[config.mk]
export PLATFORM = sky130hd
export DESIGN_NAME = conv_pe_seq_flat
export DESIGN_NICKNAME = d
export VERILOG_FILES = /design/src/rtl/conv_pkg.sv /design/src/rtl/conv_pe_seq_if.sv /design/src/rtl/conv_addr_gen.sv /design/src/rtl/conv_pe_seq.sv /design/src/flat_wrapper.sv
export SDC_FILE = /design/constraint.sdc
export NUM_CORES = 1
export LEC_CHECK = 0
export BUFFER_PORTS_ARGS = -buffer_cell sky130_fd_sc_hd__buf_2
export CAP_MARGIN = 40
export CORE_UTILIZATION = 52
export DETAILED_ROUTE_END_ITERATION = 8
export PLACE_DENSITY = 0.79
export SYNTH_ARGS = -nofsm -noshare
export SYNTH_HDL_FRONTEND = slang
export SYNTH_SLANG_ARGS = --single-unit
export TNS_END_PERCENT = 10
[constraint.sdc]
create_clock -name clk -period 2.9 [get_ports clk]
set_input_delay 0.435 -clock clk [delete_from_list [all_inputs] [get_ports clk]]
set_output_delay 0.435 -clock clk [all_outputs]
set_load 0.005 [all_outputs]
[src/rtl/conv_pkg.sv]
// Shared constants, window geometry helpers and FSM state type for the
// 3x3 convolution PE sequencer.
package conv_pkg;

    localparam int KSIZE        = 3;
    localparam int DEF_CH       = 3;
    localparam int MACS_PER_WIN = DEF_CH * KSIZE * KSIZE;

    typedef enum logic [1:0] {
        IDLE  = 2'd0,
        RUN   = 2'd1,
        DRAIN = 2'd2,
        DONE  = 2'd3
    } seq_state_e;

    function automatic int OUT_W(input int img_w);
        return img_w - KSIZE + 1;
    endfunction

    function automatic int OUT_H(input int img_h);
        return img_h - KSIZE + 1;
    endfunction

    function automatic int NUM_WIN(input int img_w, input int img_h);
        return OUT_W(img_w) * OUT_H(img_h);
    endfunction

endpackage

[src/rtl/conv_pe_seq_if.sv]
// Buffer, PE and control signals between the sequencer (master) and its
// environment (slave: buffers, PE, host).
interface conv_pe_seq_if #(
    parameter int DATA_WIDTH = 8,
    parameter int FM_ADDR_W  = 8,
    parameter int W_ADDR_W   = 5,
    parameter int OUT_ADDR_W = 6
);
    logic                    start;
    logic                    busy;
    logic                    done;
    logic                    rd_en;
    logic [FM_ADDR_W-1:0]    fm_addr;
    logic [W_ADDR_W-1:0]     w_addr;
    logic                    pe_en_din;
    logic                    pe_en_win;
    logic                    pe_ready;
    logic [2*DATA_WIDTH-1:0] pe_result;
    logic                    out_we;
    logic [OUT_ADDR_W-1:0]   out_addr;
    logic [2*DATA_WIDTH-1:0] out_data;

    modport master (
        input  start, pe_ready, pe_result,
        output busy, done, rd_en, fm_addr, w_addr, pe_en_din, pe_en_win,
               out_we, out_addr, out_data
    );

    modport slave (
        output start, pe_ready, pe_result,
        input  busy, done, rd_en, fm_addr, w_addr, pe_en_din, pe_en_win,
               out_we, out_addr, out_data
    );
endinterface

[src/rtl/conv_addr_gen.sv]
// Slot/window counters and buffer address arithmetic. One step per RUN
// cycle: k walks 0..MACS (MACS is the bubble slot), c/ky/kx shadow k so no
// division is needed, and ox/oy advance on the bubble with ox fastest.
module conv_addr_gen
    import conv_pkg::*;
#(
    parameter int IMG_W     = 8,
    parameter int IMG_H     = 8,
    parameter int CH        = 3,
    parameter int FM_ADDR_W = 8,
    parameter int W_ADDR_W  = 5
) (
    input  logic                 clk,
    input  logic                 rst_n,
    input  logic                 step_i,
    output logic [FM_ADDR_W-1:0] fm_addr_o,
    output logic [W_ADDR_W-1:0]  w_addr_o,
    output logic                 last_slot_o,
    output logic                 last_window_o
);
    localparam int MACS = CH * KSIZE * KSIZE;
    localparam int OW   = OUT_W(IMG_W);
    localparam int OH   = OUT_H(IMG_H);
    localparam int K_W  = $clog2(MACS + 1);
    localparam int C_W  = (CH > 1) ? $clog2(CH) : 1;
    localparam int OX_W = $clog2(IMG_W);
    localparam int OY_W = $clog2(IMG_H);

    logic [K_W-1:0]  k_q;
    logic [C_W-1:0]  c_q;
    logic [1:0]      ky_q;
    logic [1:0]      kx_q;
    logic [OX_W-1:0] ox_q;
    logic [OY_W-1:0] oy_q;

    assign last_slot_o   = (k_q == K_W'(MACS));
    assign last_window_o = (ox_q == OX_W'(OW - 1)) && (oy_q == OY_W'(OH - 1));
    assign w_addr_o      = W_ADDR_W'(k_q);
    assign fm_addr_o     = FM_ADDR_W'(c_q) * FM_ADDR_W'(IMG_H * IMG_W)
                         + (FM_ADDR_W'(oy_q) + FM_ADDR_W'(ky_q)) * FM_ADDR_W'(IMG_W)
                         + FM_ADDR_W'(ox_q) + FM_ADDR_W'(kx_q);

    // Advance the slot counters; on the bubble slot wrap k and move the window.
    always_ff @(posedge clk or negedge rst_n) begin
        if (!rst_n) begin
            k_q  <= '0;
            c_q  <= '0;
            ky_q <= '0;
            kx_q <= '0;
            ox_q <= '0;
            oy_q <= '0;
        end else if (step_i) begin
            if (last_slot_o) begin
                k_q <= '0;
                if (ox_q == OX_W'(OW - 1)) begin
                    ox_q <= '0;
                    oy_q <= (oy_q == OY_W'(OH - 1)) ? '0 : oy_q + OY_W'(1);
                end else begin
                    ox_q <= ox_q + OX_W'(1);
                end
            end else begin
                k_q <= k_q + K_W'(1);
                if (kx_q == 2'(KSIZE - 1)) begin
                    kx_q <= '0;
                    if (ky_q == 2'(KSIZE - 1)) begin
                        ky_q <= '0;
                        c_q  <= (c_q == C_W'(CH - 1)) ? '0 : c_q + C_W'(1);
                    end else begin
                        ky_q <= ky_q + 2'd1;
                    end
                end else begin
                    kx_q <= kx_q + 2'd1;
                end
            end
        end
    end
endmodule

[src/rtl/conv_pe_seq.sv]
// Frame sequencer for one 3x3 multi-channel convolution PE: reads operands
// window by window, keeps the PE enable continuous across windows, and
// writes each PE result to the output buffer in raster order.
//
//   state | meaning
//   IDLE  | waiting for start
//   RUN   | issuing 27 reads + 1 bubble per window
//   DRAIN | reads finished, waiting for the last PE result
//   DONE  | one-cycle done pulse
module conv_pe_seq
    import conv_pkg::*;
#(
    parameter int DATA_WIDTH = 8,
    parameter int IMG_W      = 8,
    parameter int IMG_H      = 8,
    parameter int CH         = 3,
    parameter int FM_ADDR_W  = 8,
    parameter int W_ADDR_W   = 5,
    parameter int OUT_ADDR_W = 6
) (
    input  logic           clk,
    input  logic           rst_n,
    conv_pe_seq_if.master  bus
);
    localparam int NWIN = NUM_WIN(IMG_W, IMG_H);

    seq_state_e              state_q;
    logic                    busy_q;
    logic                    done_q;
    logic                    rd_en_q;
    logic                    run_q;
    logic                    pe_en_q;
    logic [FM_ADDR_W-1:0]    fm_addr_q;
    logic [W_ADDR_W-1:0]     w_addr_q;
    logic [OUT_ADDR_W-1:0]   out_addr_q;
    logic [OUT_ADDR_W-1:0]   out_addr_d;

    logic                    step;
    logic                    wr_ok;
    logic                    last_result;
    logic                    last_slot;
    logic                    last_window;
    logic [FM_ADDR_W-1:0]    ag_fm_addr;
    logic [W_ADDR_W-1:0]     ag_w_addr;
    logic [2*DATA_WIDTH-1:0] wr_data;

    // Counters step on the accepting start edge (slot 0) and every RUN cycle.
    assign step        = ((state_q == IDLE) && bus.start) || (state_q == RUN);
    assign wr_ok       = bus.pe_ready && ((state_q == RUN) || (state_q == DRAIN));
    assign last_result = (out_addr_q == OUT_ADDR_W'(NWIN - 1));
    assign wr_data     = wr_ok ? bus.pe_result : '0;

    conv_addr_gen #(
        .IMG_W     (IMG_W),
        .IMG_H     (IMG_H),
        .CH        (CH),
        .FM_ADDR_W (FM_ADDR_W),
        .W_ADDR_W  (W_ADDR_W)
    ) u_addr_gen (
        .clk           (clk),
        .rst_n         (rst_n),
        .step_i        (step),
        .fm_addr_o     (ag_fm_addr),
        .w_addr_o      (ag_w_addr),
        .last_slot_o   (last_slot),
        .last_window_o (last_window)
    );

    // Result counter saturates at the last output pixel.
    always_comb begin
        out_addr_d = out_addr_q;
        if (wr_ok && !last_result) begin
            out_addr_d = out_addr_q + OUT_ADDR_W'(1);
        end
    end

    // Sequencer FSM with registered read strobe, addresses and status.
    always_ff @(posedge clk or negedge rst_n) begin
        if (!rst_n) begin
            state_q    <= IDLE;
            busy_q     <= 1'b0;
            done_q     <= 1'b0;
            rd_en_q    <= 1'b0;
            run_q      <= 1'b0;
            pe_en_q    <= 1'b0;
            fm_addr_q  <= '0;
            w_addr_q   <= '0;
            out_addr_q <= '0;
        end else begin
            pe_en_q    <= run_q;
            out_addr_q <= out_addr_d;
            case (state_q)
                IDLE: begin
                    done_q <= 1'b0;
                    if (bus.start) begin
                        state_q    <= RUN;
                        busy_q     <= 1'b1;
                        run_q      <= 1'b1;
                        rd_en_q    <= 1'b1;
                        fm_addr_q  <= ag_fm_addr;
                        w_addr_q   <= ag_w_addr;
                        out_addr_q <= '0;
                    end
                end
                RUN: begin
                    run_q <= 1'b1;
                    if (last_slot) begin
                        rd_en_q <= 1'b0;
                        if (last_window) begin
                            state_q <= DRAIN;
                        end
                    end else begin
                        rd_en_q   <= 1'b1;
                        fm_addr_q <= ag_fm_addr;
                        w_addr_q  <= ag_w_addr;
                    end
                end
                DRAIN: begin
                    run_q   <= 1'b0;
                    rd_en_q <= 1'b0;
                    if (wr_ok && last_result) begin
                        state_q <= DONE;
                        busy_q  <= 1'b0;
                        done_q  <= 1'b1;
                    end
                end
                DONE: begin
                    done_q  <= 1'b0;
                    state_q <= IDLE;
                end
                default: state_q <= IDLE;
            endcase
        end
    end

    assign bus.busy      = busy_q;
    assign bus.done      = done_q;
    assign bus.rd_en     = rd_en_q;
    assign bus.fm_addr   = fm_addr_q;
    assign bus.w_addr    = w_addr_q;
    assign bus.pe_en_din = pe_en_q;
    assign bus.pe_en_win = pe_en_q;
    assign bus.out_we    = wr_ok;
    assign bus.out_addr  = out_addr_q;
    assign bus.out_data  = wr_data;
endmodule

[src/flat_wrapper.sv]
// flat-port wrapper written by rule: the top's interface ports become plain ports
module conv_pe_seq_flat import conv_pkg::*;
#(
    parameter int DATA_WIDTH = 8,
    parameter int IMG_W      = 8,
    parameter int IMG_H      = 8,
    parameter int CH         = 3,
    parameter int FM_ADDR_W  = 8,
    parameter int W_ADDR_W   = 5,
    parameter int OUT_ADDR_W = 6
)
  (clk, rst_n, bus_start, bus_pe_ready, bus_pe_result, bus_busy, bus_done, bus_rd_en, bus_fm_addr, bus_w_addr, bus_pe_en_din, bus_pe_en_win, bus_out_we, bus_out_addr, bus_out_data);
  conv_pe_seq_if #(.DATA_WIDTH(DATA_WIDTH), .FM_ADDR_W(FM_ADDR_W), .W_ADDR_W(W_ADDR_W), .OUT_ADDR_W(OUT_ADDR_W)) bus_i ();
  input  logic clk;
  input  logic rst_n;
  input wire logic [$bits(bus_i.start)-1:0] bus_start;
  input wire logic [$bits(bus_i.pe_ready)-1:0] bus_pe_ready;
  input wire logic [$bits(bus_i.pe_result)-1:0] bus_pe_result;
  output wire logic [$bits(bus_i.busy)-1:0] bus_busy;
  output wire logic [$bits(bus_i.done)-1:0] bus_done;
  output wire logic [$bits(bus_i.rd_en)-1:0] bus_rd_en;
  output wire logic [$bits(bus_i.fm_addr)-1:0] bus_fm_addr;
  output wire logic [$bits(bus_i.w_addr)-1:0] bus_w_addr;
  output wire logic [$bits(bus_i.pe_en_din)-1:0] bus_pe_en_din;
  output wire logic [$bits(bus_i.pe_en_win)-1:0] bus_pe_en_win;
  output wire logic [$bits(bus_i.out_we)-1:0] bus_out_we;
  output wire logic [$bits(bus_i.out_addr)-1:0] bus_out_addr;
  output wire logic [$bits(bus_i.out_data)-1:0] bus_out_data;
  assign bus_i.start = bus_start;
  assign bus_i.pe_ready = bus_pe_ready;
  assign bus_i.pe_result = bus_pe_result;
  assign bus_busy = bus_i.busy;
  assign bus_done = bus_i.done;
  assign bus_rd_en = bus_i.rd_en;
  assign bus_fm_addr = bus_i.fm_addr;
  assign bus_w_addr = bus_i.w_addr;
  assign bus_pe_en_din = bus_i.pe_en_din;
  assign bus_pe_en_win = bus_i.pe_en_win;
  assign bus_out_we = bus_i.out_we;
  assign bus_out_addr = bus_i.out_addr;
  assign bus_out_data = bus_i.out_data;
  conv_pe_seq #(.DATA_WIDTH(DATA_WIDTH), .IMG_W(IMG_W), .IMG_H(IMG_H), .CH(CH), .FM_ADDR_W(FM_ADDR_W), .W_ADDR_W(W_ADDR_W), .OUT_ADDR_W(OUT_ADDR_W)) u_core (.clk(clk), .rst_n(rst_n), .bus(bus_i));
endmodule
Yosys cells after proc, flatten, opt, wreduce, memory -nomap -nowiden

Index checks and enable logic that the tools add are counted.

$add $sub $neg: 11
$mul: 0
Divide/modulo/power cells: 0
Magnitude comparators: 0
Equal/unequal tests: 15
Shift operators: 0
Muxes and demuxes: 29
Bitwise logic cells: 1
Reductions and logical operators: 24

Operator list:

| kind                                                           | count |
|---|---|
| 6-bit 2-to-1 mux                                               | 3 |
| 16-bit 2-to-1 mux                                              | 1 |
| 8-bit 2-to-1 mux                                               | 2 |
| 8-bit one-hot mux with 2 select lines                          | 1 |
| 5-bit 2-to-1 mux                                               | 3 |
| 2-bit 2-to-1 mux                                               | 7 |
| 3-bit AND reduction                                            | 4 |
| 2-bit == test (second input constant)                          | 5 |
| 5-bit one-hot mux with 2 select lines                          | 1 |
| 8-bit by 2-bit adder with 8-bit output                         | 1 |
| 8-bit by 3-bit adder with 8-bit output                         | 1 |
| 8-bit by 7-bit adder with 8-bit output                         | 1 |
| 2-bit one-hot mux with 4 select lines                          | 1 |
| 2-bit AND reduction                                            | 4 |
| 4-bit AND reduction                                            | 2 |
| 2-bit by 1-bit adder with 2-bit output (second input constant) | 3 |
| 3-bit by 1-bit adder with 3-bit output (second input constant) | 2 |
| 6-bit by 1-bit adder with 6-bit output (second input constant) | 1 |
| 3-bit == test (second input constant)                          | 2 |
| 6-bit == test (second input constant)                          | 1 |
| 3-bit 2-to-1 mux                                               | 2 |
| 2-bit != test (second input constant)                          | 3 |
| 1-bit one-hot mux with 3 select lines                          | 2 |
| 2-bit nonzero test                                             | 3 |
| other kinds (14)                                               | 24 |

Flip-flop bits (word level): 43
Latch bits: 0
RAM bits: 0
ROM bits: 0
Input port bits: 20
Memories: 0

Logic depth before layout (Yosys ltp)

Depth in word-level cells: 7
Gate-level depth with buffers: 7
Gate-level depth less buffers: 7

Modules after synthesis

A second synthesis with hierarchy kept.

Cells, all modules: 225
Area total of the unflattened synthesis: 2457.4 sq um

By module, submodules not included:

| module        | instances | cells an instance | area each (sq um) |
|---|---|---|---|
| conv_pe_seq   | 1         | 127               | 1391.3 |
| conv_addr_gen | 1         | 98                | 1066.0 |

Least setup slack after synthesis

OpenSTA, ideal clock, no wires.

Path kind: reg-to-reg
Start: register u_core.u_addr_gen.k_q[0], in the netlist u_core.u_addr_gen.w_addr_o[0]
End: register u_core.u_addr_gen.c_q[0]
Setup time: 0.125 ns
Arrival time: 2.164 ns
Required time: 2.775 ns
Slack: 0.611 ns
Cell stages (with the launch flop): 7
Clock period less this slack: 2.289 ns
Cells stage by stage: dfrtp_1 ha_1 and4b_1 buf_6 or4_4 or3b_4 mux2_4

Cells in the longest elaborated chain, start to end: 3

Ends and longest elaborated chain:

| element                              | line                | RTL |
|---|---|---|
| start, declared                      | conv_addr_gen.sv:29 | `logic [K_W-1:0] k_q;` |
| start signal, assigned               | conv_addr_gen.sv:62 | `k_q <= k_q + K_W'(1);` |
| 5-bit == test                        | conv_addr_gen.sv:36 | `assign last_slot_o = (k_q == K_W'(MACS));` |
| 1-bit inverter (no source line)      | -                   |  |
| 4-bit AND reduction (no source line) | -                   |  |
| end signal, assigned                 | conv_addr_gen.sv:67 | `c_q <= (c_q == C_W'(CH - 1)) ? '0 : c_q + C_W'(1);` |
| end, declared                        | conv_addr_gen.sv:30 | `logic [C_W-1:0] c_q;` |

Every way passes these cells.
A chain may end at the register's enable or synchronous reset.

Worst setup path after layout

Ends and elaborated chain as after synthesis.

==> flow_metrics.env <==
export IMPL_synthXorXnorAreaFrac=0.0494
export IMPL_hp_class="in -> async"
export IMPL_skew_ps=6.55
export IMPL_ys_types=41
export IMPL_die_y_um=68.6
export IMPL_worstMarginPinSlew_ps=803
export IMPL_crit_path_cell_trace="ha_1 -> and4b_1 -> or4_4 -> or3b_4 -> mux2_4"
export IMPL_multiInputGateArea_sq_um=1140
export IMPL_clk_pin_slew_worst_paths_ps=80
export IMPL_syn_to_final_growth_pct=19.8
export IMPL_vias=1855
export IMPL_nNetsFinal=330
export IMPL_dr_pass1_iters=4
export IMPL_cp_top_family="simple AND/OR/NAND/NOR gates"
export IMPL_placed_area_sq_um=2660
export IMPL_die_w_um=68.6
export IMPL_die_area_sq_um=4700
export IMPL_synth_simple_gate_area_share=0.218
export IMPL_max_stage_delay_ps=540
export IMPL_cts_buffers=5
export IMPL_synth_compound_area_frac=0.0955
export IMPL_hold_viol_final=0
export IMPL_post_drt_wl_per_cell_um=12.4
export IMPL_drt_total_wl_um=4320
export IMPL_outcome="complete, no violations"
export IMPL_async_flop_share=1.00
export IMPL_diodes=0
export IMPL_whs_ps=100
export IMPL_rsz0062_at_grt="no"
export IMPL_synth_mux_area_frac=0.0554
export IMPL_cts_resized=0
export IMPL_synth_top_family_by_area="simple AND/OR/NAND/NOR gates"
export IMPL_overflow=0
export IMPL_relSlewSlack=0.461
export IMPL_fin_tns_setup_ps=0
export IMPL_postRouteAntennaNets=0
export IMPL_worst_path_max_fanout=7
export IMPL_cp_num_buf_inv=0
export IMPL_cts_sinks=43
export IMPL_slowest_stage="or4_4"
export IMPL_design_area_sq_um=2760
export IMPL_drv_slew=0
export IMPL_drive_gt1_frac=0.272
export IMPL_port_buffers=60
export IMPL_fillers=360
export IMPL_initial_core_util=0.560
export IMPL_setup_viol=0
export IMPL_seq_area_sq_um=1080
export IMPL_ys_warn_count=0
export IMPL_avgSynthCellArea_sq_um=9.72
export IMPL_boundaryPins=61
export IMPL_period_share=0.807
export IMPL_utilization=0.671
export IMPL_maxCapViolations=0
export IMPL_drc_errors=0
export IMPL_cts_max_level=2
export IMPL_timing_fmax_mhz=427
export IMPL_cellLeakagePower_nw=1.50
export IMPL_crit_path_end_kind="flop"
export IMPL_cts_tree="yes"
export IMPL_synthCells=237
export IMPL_synth_edf_count=0
export IMPL_synth_nets=270
export IMPL_grt_pass1_wl_um=7350
export IMPL_cp_start_kind="flop"
export IMPL_via_per_inst=5.33
export IMPL_worstPathArrival_ps=2530
export IMPL_ys_flop_type="dfrtp_1"
export IMPL_min_period_ps=2340
export IMPL_root_buffer="clkbuf_8"
export IMPL_powerDensity_nw_per_um2=956
export IMPL_pwr_share_seq=0.382
export IMPL_grt_pass1_vias=1683
export IMPL_syn_area_sq_um=2300
export IMPL_post_cts_buffers=0
export IMPL_synthAdderAreaFrac=0.0771
export IMPL_swShare=0.396
export IMPL_grt_max_degree=24
export IMPL_insertion_delay_ps=300
export IMPL_clockPowerShare=0.159
export IMPL_num_rows=23
export IMPL_grt_usage=0.215
export IMPL_critical_path_class="reg -> reg"
export IMPL_pwr_share_comb=0.459
export IMPL_ys_seq_area_frac=0.467
export IMPL_ys_ff_latch=43
export IMPL_drtIter0Drc=49
export IMPL_critPathRequiredTime_ps=3090
export IMPL_hpwl_um=3270
export IMPL_globalplace_congestion=0.824
export IMPL_ctsLongestPathBuffers=2
export IMPL_irDropWorstVdd_uv=570
export IMPL_cts_hold_buf=0
export IMPL_core_sq_um=4120
export IMPL_p_int_w=0.00160
export IMPL_p_switching_w=0.00104
export IMPL_antenna_found_initial=0
[cells in the final DEF (no fill, tap or decap), drive strengths merged, types with 2 or more instances in the layout]
cell type,n
buf,62
and3,17
a31oi,2
xor2,8
clkbuf,7
dfrtp,43
ha,11
mux2i,3
nand4b,2
nor2b,3
nor2,16
nor3b,2
inv,11
a21o,4
fa,2
a21oi,6
o21ai,17
nor3,4
nand2,43
xnor2,5
nand3,4
nand4,2
mux2,8
[layout make-up]
| type | count | share of cell area |
|---|---|---|
| clock buffer | 7 | 0.0349 |
| clock inverter | 1 | 0.00272 |
| inverter | 11 | 0.0150 |
| multi-input combinational | 174 | 0.414 |
| sequential | 43 | 0.390 |
| tap | 50 | 0.0227 |
| timing repair buffer | 62 | 0.121 |
[per-layer routing]
layer	wire, um	GRT usage
met1	1970	0.251
met2	2010	0.371
met3	253	0.0543
met4	77	0.0911
met5	0	0
[registers in the layout, indices dropped and copies added, names as in the netlist]
signal and count:
u_core.bus.busy 1, u_core.bus.rd_en 1, u_core.u_addr_gen.w_addr_o 5, u_core.run_q 1
u_core.state_q 2, u_core.u_addr_gen.ox_q 3, u_core.bus.out_addr 6, u_core.u_addr_gen.kx_q 2
u_core.bus.fm_addr 8, u_core.u_addr_gen.c_q 2, u_core.bus.w_addr 5, u_core.bus.pe_en_din 1
u_core.u_addr_gen.ky_q 2, u_core.u_addr_gen.oy_q 3, u_core.bus.done 1
[synth_stat cells, types with 2 or more instances]
cell,instances,area (sq um)
a21o_1,4,30.0
a21oi_1,6,30.0
a31oi_1,2,12.5
and3_1,17,106
clkbuf_1,7,26.3
dfrtp_1,43,1080
fa_1,2,40.0
ha_1,11,138
inv_1,11,41.3
mux2_2,6,67.6
mux2_4,2,30.0
mux2i_1,3,30.0
nand2_1,43,161
nand3_1,4,20.0
nand4_1,2,12.5
nand4b_1,2,17.5
nor2_1,16,60.1
nor2b_1,3,18.8
nor3_1,4,20.0
nor3b_1,2,15.0
o21ai_0,12,60.1
o21ai_1,5,25.0
xnor2_1,5,43.8
xor2_1,8,70.1
[worst reg2reg max path, delay by kind of cell (launching register included)]
kind	cells	cell delay (ps)
AND/OR/NAND/NOR	3	1240
adder cells (fa/ha/maj)	1	260
flip-flops	1	430
multiplexers	1	300
[per-stage QoR]
step                      power, W  std cells  setup slack [ps]
after floorplan            0.00184        237               611
after global placement     0.00219        339               614
after detailed placement   0.00225        340               576
after CTS                  0.00268        348               562
after global routing       0.00290        348               474
final                      0.00264        348               560
[worst paths after layout]
check | start | cells after the start | endpoint | slack, ps
worst max-delay path | u_core.u_addr_gen.w_addr_o[0] | 5 | u_core.u_addr_gen.c_q[0] | 560
worst min register to register | u_core.run_q | 0 | u_core.bus.pe_en_din | 400
max in group asynchronous | rst_n | 2 | u_core.u_addr_gen.oy_q[1] | 2320
worst min-delay path | rst_n | 1 | u_core.u_addr_gen.w_addr_o[4] | 100
min in group clk | u_core.run_q | 0 | u_core.bus.pe_en_din | 400
worst max register to register | u_core.u_addr_gen.w_addr_o[0] | 5 | u_core.u_addr_gen.c_q[0] | 560
[power groups by stage]
| stage | clock network (W) | logic [W] | registers, W |
|---|---|---|---|
| after floorplan | 0 | 0.000837 | 0.00100 |
| after global placement | 0 | 0.00118 | 0.00101 |
| after detailed placement | 0 | 0.00122 | 0.00103 |
| after CTS | 0.000429 | 0.00123 | 0.00101 |
| after global routing | 0.000453 | 0.00139 | 0.00106 |
| final | 0.000419 | 0.00121 | 0.00101 |
[logic make-up after synthesis]
logic type,count (synthesis)
flops,43
fa+ha+maj,13
mux,11
simple gates,101
xor+xnor,13
buf+inv,20
compound gates,36
Note: power is estimated with default switching activity, not from simulation.
